**src/rtl/fpmult_arbiter_pkg.sv**
```systemverilog
// Shared constants, FSM encoding and the IEEE-754 single-precision multiply function
// used by the fpmult_arbiter block and its multiplier.
package fpmult_arbiter_pkg;

  localparam int unsigned NREQ_DEFAULT = 4;
  localparam int unsigned FP_W         = 32;
  localparam int unsigned MULT_LAT     = 3;
  localparam logic [FP_W-1:0] FP_ONE   = 32'h3f800000;
  localparam logic [FP_W-1:0] FP_QNAN  = 32'h7fc00000;

  typedef enum logic [1:0] {
    ST_IDLE  = 2'd0,
    ST_START = 2'd1,
    ST_WAIT  = 2'd2,
    ST_DONE  = 2'd3
  } arb_state_e;

  // Round-to-nearest-even product; denormal inputs and underflow flush to signed zero.
  function automatic logic [FP_W-1:0] fp_mul(input logic [FP_W-1:0] a, input logic [FP_W-1:0] b);
    logic              sign;
    logic [7:0]        ea, eb;
    logic              a_zero, b_zero, a_inf, b_inf, a_nan, b_nan;
    logic [47:0]       prod;
    logic signed [9:0] exp;
    logic [23:0]       mant;
    logic [24:0]       mant_rnd;
    logic              guard, sticky;
    logic [FP_W-1:0]   res;

    sign   = a[31] ^ b[31];
    ea     = a[30:23];
    eb     = b[30:23];
    a_zero = (ea == 8'h00);
    b_zero = (eb == 8'h00);
    a_inf  = (ea == 8'hff) && (a[22:0] == 23'h0);
    b_inf  = (eb == 8'hff) && (b[22:0] == 23'h0);
    a_nan  = (ea == 8'hff) && (a[22:0] != 23'h0);
    b_nan  = (eb == 8'hff) && (b[22:0] != 23'h0);

    prod = {24'h0, 1'b1, a[22:0]} * {24'h0, 1'b1, b[22:0]};
    exp  = 10'($signed({2'b00, ea})) + 10'($signed({2'b00, eb})) - 10'sd127;

    if (prod[47]) begin
      mant   = prod[47:24];
      guard  = prod[23];
      sticky = |prod[22:0];
      exp    = exp + 10'sd1;
    end else begin
      mant   = prod[46:23];
      guard  = prod[22];
      sticky = |prod[21:0];
    end

    mant_rnd = {1'b0, mant} + 25'(guard & (sticky | mant[0]));
    if (mant_rnd[24]) begin
      mant = mant_rnd[24:1];
      exp  = exp + 10'sd1;
    end else begin
      mant = mant_rnd[23:0];
    end

    if (a_nan || b_nan || (a_inf && b_zero) || (b_inf && a_zero)) begin
      res = FP_QNAN;
    end else if (a_inf || b_inf) begin
      res = {sign, 8'hff, 23'h0};
    end else if (a_zero || b_zero) begin
      res = {sign, 31'h0};
    end else if (exp >= 10'sd255) begin
      res = {sign, 8'hff, 23'h0};
    end else if (exp <= 10'sd0) begin
      res = {sign, 31'h0};
    end else begin
      res = {sign, exp[7:0], mant[22:0]};
    end
    return res;
  endfunction

endpackage

```
**src/rtl/fpmult_fpmult.sv**
```systemverilog
// Multi-cycle single-precision multiplier: reset restarts it, done rises MULT_LAT
// cycles later and stays high with the product until the next reset.
module fpmult
  import fpmult_arbiter_pkg::*;
(
  input  logic            clk,
  input  logic            reset,
  input  logic [FP_W-1:0] dataa,
  input  logic [FP_W-1:0] datab,
  output logic [FP_W-1:0] result,
  output logic            done
);

  localparam int unsigned CNT_W = $clog2(MULT_LAT + 1);

  logic [CNT_W-1:0] r_cnt;
  logic             r_done;
  logic [FP_W-1:0]  r_result;

  always_ff @(posedge clk) begin
    if (reset) begin
      r_cnt  <= '0;
      r_done <= 1'b0;
    end else if (r_cnt != CNT_W'(MULT_LAT)) begin
      r_cnt <= r_cnt + CNT_W'(1);
      if (r_cnt == CNT_W'(MULT_LAT - 1)) begin
        r_done   <= 1'b1;
        r_result <= fp_mul(dataa, datab);
      end
    end
  end

  assign result = r_result;
  assign done   = r_done;

endmodule

```
**src/rtl/fpmult_arbiter.sv**
```systemverilog
// Shares one fpmult among NREQ requesters. Arbitration is fixed priority (lowest index)
// unless FPMULT_ARB_ROUND_ROBIN_EN is defined, which selects round-robin.
module fpmult_arbiter
  import fpmult_arbiter_pkg::*;
#(
  parameter int unsigned NREQ = NREQ_DEFAULT
) (
  input  logic                 clk,
  input  logic                 reset,
  input  logic [NREQ-1:0]      req,
  input  logic [FP_W*NREQ-1:0] dataa,
  input  logic [FP_W*NREQ-1:0] datab,
  output logic [NREQ-1:0]      grant,
  output logic [FP_W-1:0]      result,
  output logic                 busy
);

  localparam int unsigned IDX_W = (NREQ > 1) ? $clog2(NREQ) : 1;

  arb_state_e       r_state;
  logic [IDX_W-1:0] r_winner;
  logic [FP_W-1:0]  r_opa;
  logic [FP_W-1:0]  r_opb;
  logic             r_mult_rst;
  logic             r_guard;

  logic [FP_W-1:0]  w_opa_arr [NREQ];
  logic [FP_W-1:0]  w_opb_arr [NREQ];
  logic [FP_W-1:0]  w_mult_result;
  logic             w_mult_done;
  logic [IDX_W-1:0] w_pick;

  for (genvar g = 0; g < int'(NREQ); g++) begin : g_slice
    assign w_opa_arr[g] = dataa[FP_W*g +: FP_W];
    assign w_opb_arr[g] = datab[FP_W*g +: FP_W];
  end

`ifdef FPMULT_ARB_ROUND_ROBIN_EN
  logic [IDX_W-1:0] r_rr_ptr;

  // First requester at or after the start index, wrapping NREQ-1 to 0.
  function automatic logic [IDX_W-1:0] pick_winner(input logic [NREQ-1:0] r,
                                                   input logic [IDX_W-1:0] start);
    int unsigned idx;
    logic        found;
    pick_winner = start;
    found       = 1'b0;
    for (int unsigned k = 0; k < NREQ; k++) begin
      idx = 32'(start) + k;
      if (idx >= NREQ) idx = idx - NREQ;
      if (!found && r[IDX_W'(idx)]) begin
        pick_winner = IDX_W'(idx);
        found       = 1'b1;
      end
    end
  endfunction

  assign w_pick = pick_winner(req, r_rr_ptr);
`else
  function automatic logic [IDX_W-1:0] pick_winner(input logic [NREQ-1:0] r);
    pick_winner = '0;
    for (int k = int'(NREQ) - 1; k >= 0; k--) begin
      if (r[IDX_W'(k)]) pick_winner = IDX_W'(k);
    end
  endfunction

  assign w_pick = pick_winner(req);
`endif

  always_ff @(posedge clk) begin
    if (reset) begin
      r_state    <= ST_IDLE;
      r_winner   <= '0;
      r_mult_rst <= 1'b0;
      r_guard    <= 1'b0;
      grant      <= '0;
      result     <= '0;
      busy       <= 1'b0;
`ifdef FPMULT_ARB_ROUND_ROBIN_EN
      r_rr_ptr   <= '0;
`endif
    end else begin
      grant      <= '0;
      r_mult_rst <= 1'b0;
      case (r_state)
        ST_IDLE: begin
          if (|req) begin
            r_winner   <= w_pick;
            r_mult_rst <= 1'b1;
            busy       <= 1'b1;
            r_state    <= ST_START;
`ifdef FPMULT_ARB_ROUND_ROBIN_EN
            r_rr_ptr   <= (w_pick == IDX_W'(NREQ - 1)) ? '0 : w_pick + IDX_W'(1);
`endif
          end
        end
        ST_START: begin
          r_guard <= 1'b1;
          r_state <= ST_WAIT;
        end
        ST_WAIT: begin
          // A done left over from an earlier operation may still be visible here.
          r_guard <= 1'b0;
          if (!r_guard && w_mult_done) begin
            result  <= w_mult_result;
            grant   <= NREQ'(1) << r_winner;
            r_state <= ST_DONE;
          end
        end
        ST_DONE: begin
          busy    <= 1'b0;
          r_state <= ST_IDLE;
        end
        default: r_state <= ST_IDLE;
      endcase
    end
  end

  // Operand capture only; the multiplier reads them until the next winner is chosen.
  always_ff @(posedge clk) begin
    if (r_state == ST_IDLE && (|req)) begin
      r_opa <= w_opa_arr[w_pick];
      r_opb <= w_opb_arr[w_pick];
    end
  end

  fpmult u_fpmult (
    .clk    (clk),
    .reset  (r_mult_rst),
    .dataa  (r_opa),
    .datab  (r_opb),
    .result (w_mult_result),
    .done   (w_mult_done)
  );

endmodule

```
**config.mk**
```make
export PLATFORM = sky130hd
export DESIGN_NAME = fpmult_arbiter
export DESIGN_NICKNAME = d
export VERILOG_FILES = /design/src/rtl/fpmult_arbiter_pkg.sv /design/src/rtl/fpmult_fpmult.sv /design/src/rtl/fpmult_arbiter.sv
export SDC_FILE = /design/constraint.sdc
export NUM_CORES = 2
export LEC_CHECK = 0
export BUFFER_PORTS_ARGS = -buffer_cell sky130_fd_sc_hd__buf_2
export CORE_MARGIN = 5
export CORE_UTILIZATION = 56
export DETAILED_ROUTE_END_ITERATION = 8
export PLACE_DENSITY = 0.85
export SYNTH_ARGS = -nofsm -noshare
export SYNTH_HDL_FRONTEND = slang
export SYNTH_SLANG_ARGS = --single-unit
```
**constraint.sdc**
```tcl
create_clock -name clk -period 19.99 [get_ports clk]
set_input_delay 0 -clock clk [delete_from_list [all_inputs] [get_ports clk]]
set_output_delay 0 -clock clk [all_outputs]
set_load 0.03 [all_outputs]
```
# Word-level counts from Yosys, hierarchy flattened
# Index checks and enable logic that the tools add are counted.
[op_classes]
addsub = 6
n_mul = 1
n_lt_le_gt_ge = 3
eq_ne = 9
shifts = 1
muxes = 40
bitwise_logic = 8
reduce_logical = 36
[op_table]
columns = ["operator", "n"]
rows = [
  ["32-bit binary-select mux with 2-bit select", 2],
  ["32-bit 2-to-1 mux", 4],
  ["24-bit 2-to-1 mux", 4],
  ["31-bit 2-to-1 mux", 3],
  ["10-bit 2-to-1 mux", 8],
  ["24-bit by 24-bit multiplier with 48-bit output", 1],
  ["23-bit logical NOT", 2],
  ["23-bit 2-to-1 mux", 2],
  ["23-bit nonzero test", 2],
  ["24-bit by 25-bit adder with 25-bit output", 1],
  ["1-bit by 25-bit bitwise AND with 25-bit output", 1],
  ["23-bit OR reduction", 1],
  ["22-bit OR reduction", 1],
  ["10-bit by 2-bit adder with 10-bit output, second input constant", 2],
  ["8-bit equality test, second input constant", 2],
  ["8-bit logical NOT", 2],
  ["10-bit by 9-bit greater-or-equal comparator with 1-bit output, second input constant", 1],
  ["10-bit by 1-bit less-or-equal comparator with 1-bit output, second input constant", 1],
  ["1-bit 2-to-1 mux", 10],
  ["2-bit AND reduction", 5],
  ["10-bit by 8-bit subtractor with 10-bit output, second input constant", 1],
  ["8-bit by 8-bit adder with 9-bit output", 1],
  ["1-bit logical AND", 8],
  ["2-bit 2-to-1 mux", 4],
  ["other kinds (22)", 35],
]
[word_totals]
reg_bits = 142
in_bits = 262

# Longest topological paths before layout
[depth]
ltp_word = 18
ltp_mapped = 42
depth_no_buf = 35

# Modules after synthesis
# Synthesis repeated with hierarchy kept, for this count alone.
[unflattened]
cells_unflattened = 3137
hier_area_um2 = 28076.9
[by_module_without_submodules]
columns = ["mod", "instances", "cells_each", "area_each_um2"]
rows = [
  ["fpmult", 1, 2821, 23866.6],
  ["fpmult_arbiter", 1, 316, 4210.3],
]

# Worst setup path after synthesis
# OpenSTA, ideal clock, no wires.
[synth_path]
kind = "reg2reg"
from = "register r_opb[12]"
to = "register u_fpmult.r_result[19], in the netlist u_fpmult.result[19] (data pin)"
arrival_time_ns = 9.667
required_time_ns = 19.821
slack_ns = 10.154
stages_incl_launch_ff = 41
path_cell_list = "edfxtp_1 -> clkbuf_1 -> clkbuf_1 -> nand2_1 -> fa_1 -> inv_1 -> fa_1 -> inv_1 -> fa_1 -> inv_1 -> fa_1 -> fa_1 -> fa_1 -> inv_1 -> fa_1 -> inv_1 -> ha_1 -> clkbuf_1 -> (+5 left out) -> buf_6 -> nor2_1 -> clkbuf_1 -> clkbuf_1 -> nand2_1 -> o21ai_0 -> ha_1 -> o2111ai_1 -> nor3_1 -> nand4_1 -> nor4_1 -> and4_1 -> xor2_1 -> nand2b_1 -> or4_1 -> buf_2 -> buf_6 -> nor4_4"
[synth_via]
elab_chain_len = 15
elab_cells_between_ends = 40
[synth_rtl]
columns = ["item", "line_no", "rtl"]
rows = [
  ["from (decl)", "fpmult_arbiter.sv:23", "logic [FP_W-1:0] r_opb;"],
  ["from (signal assigned)", "fpmult_arbiter.sv:123", "r_opb <= w_opb_arr[w_pick];"],
  ["24-bit by 24-bit multiplier with 48-bit output", "fpmult_arbiter_pkg.sv:40", "prod = {24'h0, 1'b1, a[22:0]} * {24'h0, 1'b1, b[22:0]};"],
  ["23-bit OR reduction / 22-bit OR reduction (equally long branches)", "fpmult_arbiter_pkg.sv:46, fpmult_arbiter_pkg.sv:51", ""],
  ["1-bit 2-to-1 mux", "fpmult_arbiter_pkg.sv:43", "if (prod[47]) begin"],
  ["1-bit 2-to-1 mux", "fpmult_fpmult.sv:26", "if (r_cnt == CNT_W'(MULT_LAT - 1)) begin"],
  ["1-bit 2-to-1 mux", "fpmult_fpmult.sv:24", "end else if (r_cnt != CNT_W'(MULT_LAT)) begin"],
  ["1-bit 2-to-1 mux", "fpmult_fpmult.sv:21", "if (reset) begin"],
  ["1-bit bitwise OR", "fpmult_arbiter_pkg.sv:54", "mant_rnd = {1'b0, mant} + 25'(guard & (sticky | mant[0]));"],
  ["1-bit by 25-bit bitwise AND with 25-bit output", "fpmult_arbiter_pkg.sv:54", ""],
  ["24-bit by 25-bit adder with 25-bit output", "fpmult_arbiter_pkg.sv:54", ""],
  ["10-bit 2-to-1 mux", "fpmult_arbiter_pkg.sv:55", "if (mant_rnd[24]) begin"],
  ["10-bit 2-to-1 mux", "fpmult_fpmult.sv:26", ""],
  ["10-bit 2-to-1 mux", "fpmult_fpmult.sv:24", ""],
  ["10-bit 2-to-1 mux", "fpmult_fpmult.sv:21", ""],
  ["10-bit by 1-bit less-or-equal comparator with 1-bit output / 10-bit by 9-bit greater-or-equal comparator with 1-bit output (equally long branches)", "fpmult_arbiter_pkg.sv:70, fpmult_arbiter_pkg.sv:68", ""],
  ["5-bit OR reduction (no source line)", "n/a", ""],
  ["to (signal assigned)", "fpmult_fpmult.sv:28", "r_result <= fp_mul(dataa, datab);"],
  ["to (decl)", "fpmult_fpmult.sv:18", "logic [FP_W-1:0] r_result;"],
]
# Several ways; a longest one is shown, not always the timed one. The select of a mux whose other input is x is not followed.
# A chain may end at the register's enable or synchronous reset.

# Worst setup path after layout
[layout_path]
from = "register r_opb[8]"
to = "register u_fpmult.r_result[5], in the netlist u_fpmult.result[5] (data pin)"
# Same word-level chain as after synthesis.

==> metrics <==
status finished clean; layout cells sized above 1 10.34%; clock buffer count from CTS 17; Final Worst Setup Slack 7903 ps; Unique masters post-synth 94; DP Worst Slack 8266 ps; slew margin rel. 15.39%; Area growth syn-to-layout 11.87%; Crit path largest cell delay 980 ps; register area share after synthesis 13.73%; first drt pass iteration count 6; Iteration-0 DRC Markers 2074; number of buffers added on ports 168; Max-Cap Viols 0; FF-to-FF path depth 35; DPL Wire Length 55480 um; Setup TNS 0 ps; via count 22750; worst hold path type input pin to register; Post-synth EDFFs 96; worst skew pair latency 480 ps; worst path bufs/invs 8; Slowest cell on crit path edfxtp_1; htree depth 4; Post-synth ARST share 0%; core area 0.04795 mm^2; register area 0.003744 mm^2; max-slew violations 0; DR top layer met5; Core Util, Final 63.63%; Worst Path Max Fanout 25; fin crit period 12090 ps; Synth Warn # 0; Worst Setup Start Kind register; Worst Hold Path Cells 2; area of the multi-input gates 0.02070 mm^2; Final Skew 15.33 ps; Main synth FF type edfxtp_1; WP data arrival 12300 ps; WL met3 8685 um; total wire length 79260 um; maximum clock rate 82.73 MHz; antenna violations before repair 1; DR WL/cell 20.51 um; final net count 4173; synthesized area per cell 9.016 um^2; pin count of the biggest net entering global routing 67; # rows 80; Top-Level Pins 299; CTS resizes 0; CP required 20200 ps; post-synth top area share 35.45%; first-pass GRT wire length 128000 um; Cells after Synth 3025; Fill cells 3606; RSZ-0062 raised after global routing no; DRC errors left 0; CTS tree built; clk buf depth 2; leading cell types by count after synthesis 602 x inv_1, 483 x fa_1, 397 x nand2_1; Vias/cell 5.887; top post-synthesis cells by area fa_1 35%, edfxtp_1 11%, ha_1 8.8%; clock sink total 139; WL met1 28490 um; synthesis-stage register bit count 139; count leader, synth inv_1; Fin. Hold Viols 0; initial core utilization 56.88%; # setup viols final 0; die width 230.7 um; Reg clk slew, reported paths 70 ps; Worst Tran Pin Value 1269 ps; Post-CTS Setup Bufs 0; cell area after synthesis 0.02727 mm^2; Die Ht 230.7 um; CTS root buffer clkbuf_16; post-route ant nets 0; Worst path most repeated cell fa_1; WP depth 35; Final period util 60.47%; WL met2 37370 um; gpl congestion 0.9560; Total GRT Usage 30.43%; critical path class register to register; CP Capture Type register; Die Area 0.05321 mm^2; GRT overflow 0; CP top delay family adder cells; Yosys top cell by area fa_1; vias in the first global route 24450
sequential cells by signal, indices dropped and copies added (netlist names):
name	count
r_guard	1
u_fpmult.done	1
u_fpmult.r_cnt	2
grant	2
r_winner	1
r_mult_rst	1
r_state	2
r_opa	32
busy	1
result	32
r_opb	32
u_fpmult.result	32
stage by stage:
stage	hold WS, ps	cell area, um^2	std cells
after CTS	34.49	30510	3864
final	63.77	30510	3865
after global placement	301.4	28590	3702
after floorplan	219.0	27280	3026
after global routing	79.59	30510	3864
after detailed placement	303.8	28590	3702
logic make-up after synthesis:
family / synth area share [%]
AOI/OAI and AO/OA: 8.460
xor gates and xnor gates: 2.587
adders and majority gates: 44.26
buffers and inverters: 10.43
DFF: 13.73
muxes: 2.936
other: 0.01375
and+or+nand+nor: 17.59
routing by layer:
metal / up-vias / track usage [%]
li1: 9897 / -
met1: 11110 / 36.92
met2: 1398 / 50.66
met3: 349 / 8.122
met4: 2 / 14.86
met5: - / 0
path summary, 6_finish.rpt:
| check | slack (ps) | startpoint | endpoint |
|---|---|---|---|
| min | 60 | reset | r_mult_rst |
| max | 7900 | r_opb[8] | u_fpmult.result[5] |
| max reg2reg | 7900 | r_opb[8] | u_fpmult.result[5] |
| min reg2reg | 450 | result[30] | result[30] |
cells in the final DEF (no fill, tap or decap), types with 5 or more instances in the layout:
cell           instances
dfxtp_1               43
o21bai_1               6
a211o_1                5
nand3b_1               5
dlygate4sd3_1        130
xor2_1                30
or4_1                  8
a21boi_0               6
a31oi_1               14
o21ai_0               55
o22ai_1                5
inv_1                601
clkbuf_16             17
nor3_1                39
a21oi_1              121
o211ai_1              10
a211oi_1              12
nand4_1               26
and2_1               250
mux2_2                64
buf_2                167
edfxtp_1              96
clkinv_8               5
nand2_1              397
ha_1                 192
buf_4                 37
nor2b_1                6
xnor2_1               48
o31ai_1                9
nor4_1                16
o21a_1                16
mux2i_1                8
o21ai_1                7
fa_1                 483
and3_1                16
nand2b_1              13
a21o_1                27
nor2_1               108
or3_1                  9
nand3_1               32
repair_timing:
item                                    CTS  global route
hold endpoints to repair                 66             0
endpoints found under the setup margin    0             0
hold buffers                            130             0
final cells by class:
type                       instances  share of cell area, %
multi-input combinational       2139                  67.84
sequential                       139                  12.27
timing repair buffer             334                  7.915
inverter                         605                  7.443
tap                              615                  2.522
clock buffer                      17                  1.394
clock inverter                    15                 0.6111
antenna                            1               0.008202
Power is left out: the tool's default activity adds up to more than one toggle a clock period on the data nets, which glitch-free logic cannot reach.
